===== config.mk =====
export PLATFORM = sky130hd
export DESIGN_NAME = handshake_src_ctrl
export DESIGN_NICKNAME = d
export VERILOG_FILES = /design/src/rtl/handshake_src_ctrl.sv
export SDC_FILE = /design/constraint.sdc
export NUM_CORES = 1
export LEC_CHECK = 0
export BUFFER_PORTS_ARGS = -buffer_cell sky130_fd_sc_hd__buf_2
export CORE_MARGIN = 5
export CORE_UTILIZATION = 35
export CTS_CLUSTER_DIAMETER = 100
export DETAILED_ROUTE_END_ITERATION = 10
export SLEW_MARGIN = 10
export SYNTH_ARGS = -nofsm -noshare
export SYNTH_HDL_FRONTEND = slang
export SYNTH_SLANG_ARGS = --single-unit

===== constraint.sdc =====
create_clock -name sclk -period 1.9 [get_ports sclk]
set_input_delay 0.095 -clock sclk [delete_from_list [all_inputs] [get_ports sclk]]
set_output_delay 0.095 -clock sclk [all_outputs]
set_load 0.03 [all_outputs]

===== src/rtl/handshake_src_ctrl.sv =====
`default_nettype none
// ============================================================================
//  Module   : handshake_src_ctrl
//  Purpose  : Source-side controller for a req/ack clock-domain handshake.
//             Upstream words are buffered in a small FIFO. Each word is
//             launched to the synchronizer (din + one-cycle sready pulse)
//             only while the synchronizer reports idle. The controller then
//             waits for the synchronizer to go busy and return to idle
//             before it counts the transfer as complete.
//  Revision : 1.0 - initial release
// ----------------------------------------------------------------------------
//  Ports
//    sclk      in   source-domain clock
//    rst_n     in   asynchronous active-low reset
//    in_valid  in   upstream word offered
//    in_data   in   upstream word [WIDTH]
//    in_ready  out  FIFO not full (combinational)
//    sidle     in   synchronizer idle (sreq=0 and sack=0)
//    sready    out  registered one-cycle launch pulse
//    din       out  registered word presented to the synchronizer [WIDTH]
//    busy      out  FSM not idle or FIFO not empty
//    tx_count  out  completed transfers, wraps at 16 bits
//    ovf       out  sticky: a write was attempted while the FIFO was full
// ============================================================================
module handshake_src_ctrl #(
    parameter int WIDTH = 8,
    parameter int DEPTH = 4
) (
    input  logic             sclk,
    input  logic             rst_n,
    input  logic             in_valid,
    input  logic [WIDTH-1:0] in_data,
    output logic             in_ready,
    input  logic             sidle,
    output logic             sready,
    output logic [WIDTH-1:0] din,
    output logic             busy,
    output logic [15:0]      tx_count,
    output logic             ovf
);

    localparam int AW = (DEPTH > 1) ? $clog2(DEPTH) : 1;
    localparam int CW = $clog2(DEPTH + 1);

    typedef enum logic [1:0] {
        IDLE = 2'd0,
        SEND = 2'd1,
        WAIT = 2'd2
    } state_t;

    state_t             state_q, state_d;
    logic [WIDTH-1:0]   mem_q [DEPTH];
    logic [WIDTH-1:0]   mem_d [DEPTH];
    logic [AW-1:0]      wr_ptr_q, wr_ptr_d;
    logic [AW-1:0]      rd_ptr_q, rd_ptr_d;
    logic [CW-1:0]      count_q, count_d;
    logic               sready_q, sready_d;
    logic [WIDTH-1:0]   din_q, din_d;
    logic [15:0]        tx_count_q, tx_count_d;
    logic               ovf_q, ovf_d;

    logic               fifo_full;
    logic               fifo_empty;
    logic               push;
    logic               pop;

    assign fifo_full  = (count_q == CW'(DEPTH));
    assign fifo_empty = (count_q == '0);
    assign push       = in_valid && !fifo_full;

    // ------------------------------------------------------------------
    // FSM next state and launch datapath
    // ------------------------------------------------------------------
    always_comb begin
        state_d    = state_q;
        sready_d   = 1'b0;      // sready only ever rises on the IDLE->SEND edge
        din_d      = din_q;     // din is held for the whole transfer
        tx_count_d = tx_count_q;
        pop        = 1'b0;
        unique case (state_q)
            IDLE: begin
                if (!fifo_empty && sidle) begin
                    din_d    = mem_q[rd_ptr_q];
                    sready_d = 1'b1;
                    pop      = 1'b1;
                    state_d  = SEND;
                end
            end
            SEND: begin
                // Synchronizer going busy confirms it captured the request.
                if (!sidle) begin
                    state_d = WAIT;
                end
            end
            WAIT: begin
                if (sidle) begin
                    state_d    = IDLE;
                    tx_count_d = tx_count_q + 16'd1;
                end
            end
            default: begin
                state_d = IDLE;
            end
        endcase
    end

    // ------------------------------------------------------------------
    // FIFO bookkeeping
    // ------------------------------------------------------------------
    always_comb begin
        mem_d    = mem_q;
        wr_ptr_d = wr_ptr_q;
        rd_ptr_d = rd_ptr_q;
        count_d  = count_q;
        // Sticky: a write offered while full is dropped but remembered.
        ovf_d    = ovf_q || (in_valid && fifo_full);
        if (push) begin
            mem_d[wr_ptr_q] = in_data;
            wr_ptr_d        = wr_ptr_q + AW'(1);
        end
        if (pop) begin
            rd_ptr_d = rd_ptr_q + AW'(1);
        end
        if (push && !pop) begin
            count_d = count_q + CW'(1);
        end else if (pop && !push) begin
            count_d = count_q - CW'(1);
        end
    end

    always_ff @(posedge sclk or negedge rst_n) begin
        if (!rst_n) begin
            state_q    <= IDLE;
            wr_ptr_q   <= '0;
            rd_ptr_q   <= '0;
            count_q    <= '0;
            sready_q   <= 1'b0;
            din_q      <= '0;
            tx_count_q <= 16'd0;
            ovf_q      <= 1'b0;
        end else begin
            state_q    <= state_d;
            wr_ptr_q   <= wr_ptr_d;
            rd_ptr_q   <= rd_ptr_d;
            count_q    <= count_d;
            sready_q   <= sready_d;
            din_q      <= din_d;
            tx_count_q <= tx_count_d;
            ovf_q      <= ovf_d;
        end
    end

    // Storage needs no reset: occupancy is tracked by count/pointers.
    always_ff @(posedge sclk) begin
        mem_q <= mem_d;
    end

    assign in_ready = !fifo_full;
    assign sready   = sready_q;
    assign din      = din_q;
    assign busy     = (state_q != IDLE) || !fifo_empty;
    assign tx_count = tx_count_q;
    assign ovf      = ovf_q;

endmodule
`default_nettype wire


Word level (Yosys, flattened, before mapping)
Index checks and enable logic that the tools add are counted.

Order comparisons: 3. Reductions and logical operators: 19. Multiplexer cells: 14. Eq/ne operators: 6. Bitwise logic cells: 2. Add/subtract/negate cells: 5.

Operators with widths (count): bitwise mux 32 bit (1); two-way mux 8 bit (3); adder 16 x 1 -> 16 bit (second input constant) (1); binary-select mux 8 bit (select 2 bit) (1); demux 8 bit (select 2 bit) (1); >= comparator 3 bit (second input constant) (2); logical AND 1 bit (6); two-way mux 2 bit (3); two-way mux 3 bit (2); != test 2 bit (second input constant) (3); NOT 2 -> 3 bit (2); case mux 2 bit (3 select lines) (1); adder 2 x 1 -> 2 bit (second input constant) (2); logical NOT 1 bit (4); AND reduction 2 bit (2); nonzero test 2 bit (2); adder 3 x 1 -> 3 bit (second input constant) (1); equality test 3 bit (second input constant) (1); logical NOT 3 bit (1); less-than comparator 3 x 1 -> 1 bit (second input constant) (1); AND reduction 3 bit (1); subtractor 3 x 1 -> 3 bit (second input constant) (1); equality test 2 x 1 -> 1 bit (second input constant) (1); equality test 2 bit (second input constant) (1); other kinds (3) (5).

Output and inout bits: 28. Bits in registers: 67. Input port bits: 12. Logic and storage cells: 61.

Logic depth before layout (Yosys ltp)
Word-level depth: 8. Depth in mapped cells: 9. Depth with buffers taken out: 9.

Least setup slack after synthesis
No wires, ideal clock.

Path type: register -> register. Start: register count_q[0]. End: register count_q[1]. Period minus slack after synthesis: 2.152 ns. Stages on the path, launching flop included: 8. Required time: 1.775 ns. Buffers on the path: 0. Arrival time: 2.027 ns. Setup time: 0.125 ns. Path slack: -0.252 ns. Cell sequence: dfrtp_1 nor2_1 nand2_1 and2_1 ha_1 inv_1 fa_1 mux2_2.

Elaborated cells between the ends (all ways): 17. Classes of those cells: 2 x add/sub; 1 x eq/ne; 4 x mux; 10 x reduce/logical.

RTL lines: start, declared (line 56) `logic [CW-1:0] count_q, count_d;`; start signal, assigned (line 145) `count_q <= count_d;`; equality test 3 bit (line 67) `assign fifo_full = (count_q == CW'(DEPTH));`; logical NOT 1 bit; named net in_ready (line 33) `output logic in_ready,`; logical AND 1 bit (line 69) `assign push = in_valid && !fifo_full;`; named net push (line 64) `logic push;`; logical AND 1 bit (line 124) `if (push && !pop) begin`; two-way mux 3 bit (line 124); named net count_d[1] (line 56).

The timed path passes the listed nets, and every way through them passes these cells. The select of a mux whose other input is x is not followed. A chain may end at the register's enable or synchronous reset.

Worst setup path in the final report
Start: register count_q[1]. End: register count_q[1].

Longest elaborated chain between the ends: 8. Elaborated cells between the ends (all ways): 17. Classes of those cells: 2 x add/sub; 1 x eq/ne; 4 x mux; 10 x reduce/logical.

Ends and longest elaborated chain: logical NOT 3 bit (line 68) `assign fifo_empty = (count_q == '0);`; logical NOT 1 bit (line 82) `if (!fifo_empty && sidle) begin`; logical AND 1 bit (line 82); two-way mux 1 bit (line 82); two-way mux 1 bit (line 80) `unique case (state_q)`; logical NOT 1 bit (line 124); logical AND 1 bit (line 124); two-way mux 3 bit * (line 124); named net count_d[1] (line 56).

The timed path passes the listed nets; every way through them passes the cells marked *. The select of a mux whose other input is x is not followed.

==> out/qor.csv <==
metric,value,unit
setup_slack,-7.91,ps
holdPathEnd,ovf,
ys.flop_type,dfrtp_1,
tns,-7.91,ps
drv_slew,0,
cts_root_buf,clkbuf_8,
core_area,7690,µm²
start_util,35.6,%
syn_area,2740,µm²
yosys-top-cells-area,"edfxtp_1 35%, dfrtp_1 32%, mux4_2 6.6%, xnor2_1 4.5%, mux2_2 4.1%",
hold_viol_final,0,
fp.dieH,98.4,µm
grt_pass1_vias,1656,
antenna_found_initial,0,
yosysTopAreaCellShare,35.1,%
cts_tree,done,
die_x,98.4,µm
vias,1556,
ir_drop,0.000488,V
track_usage,10.8,%
wl_per_cell,14.1,µm
reg2reg_depth,6,
grt_remaining_overflow,0,
start_kind,flip-flop,
portBuffers,39,
cellPowerDensity,1480,nW/µm²
async_flop_share,52.2,%
r2r-start,count_q[1],
clkSinkCount,67,
drt-total-wl,4880,µm
rsz0062_at_grt,yes,
first_iter_violations,27,
clkTransAtPathRegs,70,ps
violations,setup timing,
cp-end-kind,flip-flop,
synth-seq-cells,67,
path_max_fanout,4,
total_power,5160,µW
via_per_inst,4.50,
cts-htree-levels,3,
first_pass_iters,4,
synth_cells,169,
slew_headroom,46.1,%
final.min_clock_period,1910,ps
synth-edff-count,32,
leakage,0.00149,µW
diodes,0,
crit_type,flip-flop to flip-flop,
layout.nets,258,
syn2layout_area_growth,27.4,%
holdWs,83.7,ps
r2r_end,count_q[1],
fmax,524,MHz
fin_util,45.3,%
clk_latency,330,ps
dpl_cell_area,3140,µm²
die_area,9680,µm²
drtAntennaViolNets,0,
row_count,32,
route.detailed.drc,0,
synth_common_cells,"35 x dfrtp_1, 32 x edfxtp_1, 14 x xnor2_1, 10 x mux2_2",
hp-class,input pin to flip-flop,
syn_area_per_cell,16.2,µm²
grt_pass1_wl,8170,µm
finalSetupViolCount,1,
min_from,in_valid,
syn_nets,188,
worstMarginPinSlew,809,ps
layout-drive-gt1-share,40.6,%
fin_crit_sh,100,%
numCtsBuffers,9,
grt_max_degree,36,
r2r_setup_slack,-8,ps
synth.distinct_cells,33,
final_area,3480,µm²
finalClockSkew,5.71,ps
hold_path_depth,2,
boundaryPins,40,
yosysSeqAreaShare,67.2,%
arrival,2130,ps
ys_warn_count,0,
synth_most_common_cell,dfrtp_1,
critPathRequiredTime,2120,ps
drv_cap,0,
hpwl,3310,µm
clockBufferDepth,2,
gp_congestion,0.746,
status,"complete, but fails checks",
synth_top_area_cell,edfxtp_1,
[layout by cell type, fill, tap and decap left out, types with 2 or more instances in the layout]
| cell type | instances |
|---|---|
| inv_2 | 2 |
| and3_1 | 6 |
| xnor2_1 | 14 |
| dlygate4sd3_1 | 10 |
| nor2_1 | 6 |
| nor3_2 | 2 |
| clkinvlp_4 | 3 |
| nand2b_1 | 2 |
| ha_1 | 5 |
| buf_2 | 39 |
| clkbuf_8 | 10 |
| mux2_2 | 10 |
| xor2_1 | 8 |
| nand2_1 | 7 |
| dfrtp_1 | 35 |
| mux4_2 | 8 |
| inv_1 | 3 |
| edfxtp_1 | 32 |
| buf_4 | 14 |
| nand3_1 | 6 |
| nand4_1 | 2 |
[how the worst max path moves through the flow]
stage / depth (start not counted) / start / slack, ps / end
after floorplan: 7 / state_q[0] / -50 / count_q[1]
after global placement: 6 / state_q[0] / 40 / count_q[1]
after detailed placement: 9 / count_q[2] / -20 / count_q[2]
after CTS: 6 / count_q[1] / 0.9 / count_q[1]
after global routing: 6 / count_q[0] / -50 / count_q[1]
final: 6 / count_q[1] / -8 / count_q[1]
[layer usage]
layer	GRT usage (%)	up-vias	share of wire, %
li1	-	751	-
met1	14.1	766	46
met2	16.3	33	48
met3	3.14	6	4.3
met4	5.99	0	1.8
met5	0	-	0
[sequential cells by signal, summed over array words and instances (netlist names)]
register,flops
count_q,3
din,8
mem_q,32
ovf,1
rd_ptr_q,2
sready,1
state_q,2
tx_count,16
wr_ptr_q,2
[through the flow]
stage                     worst slack, ps  instances
after floorplan                     -51.6        169
after global placement               38.0        317
after detailed placement            -21.9        317
after CTS                           0.885        345
after global routing                -49.4        346
final                               -7.91        346
[report_power, final]
| part | internal [µW] | switching (µW) | total, µW |
|---|---|---|---|
| Combinational | 849 | 974 | 1820 |
| Sequential | 1930 | 241 | 2170 |
| Clock | 639 | 533 | 1170 |
[critical path: stages, from the launching register on]
cell,delay [ps]
dfrtp_1,460
nor3_2,60
or3_4,380
ha_4,180
inv_2,50
fa_1,410
mux2_2,260
[kinds of logic (layout without fill, tap and decap cells)]
group                      Yosys count  count (layout)  synth area share, %
buffers and inverters                9              84                 1.51
adders and majority gates            7               7                 3.48
and+or+nand+nor                     44              44                 9.61
xor gates and xnor gates            22              22                 7.05
DFF                                 67              67                 67.2
muxes                               18              18                 10.7
AOI/OAI and AO/OA                    2               2                0.503
[layout make-up]
class / instances / area, µm²
sequential: 67 / 1840
multi-input combinational: 93 / 897
timing repair buffer: 63 / 400
clock inverter: 6 / 65.1
inverter: 5 / 18.8
clock buffer: 10 / 138
tap: 102 / 128
fill: 706 / 4200
[what timing repair did]
| action | in CTS | in global routing |
|---|---|---|
| pin swaps | 3 | 2 |
| hold buffers | 10 | 0 |
| buffers inserted | 2 | 1 |
| endpoints found under the hold margin | 68 | 0 |
| gates resized for setup | 5 | 1 |
| endpoints found under the setup margin | 2 | 2 |
Power figures use the tool's default switching activity.
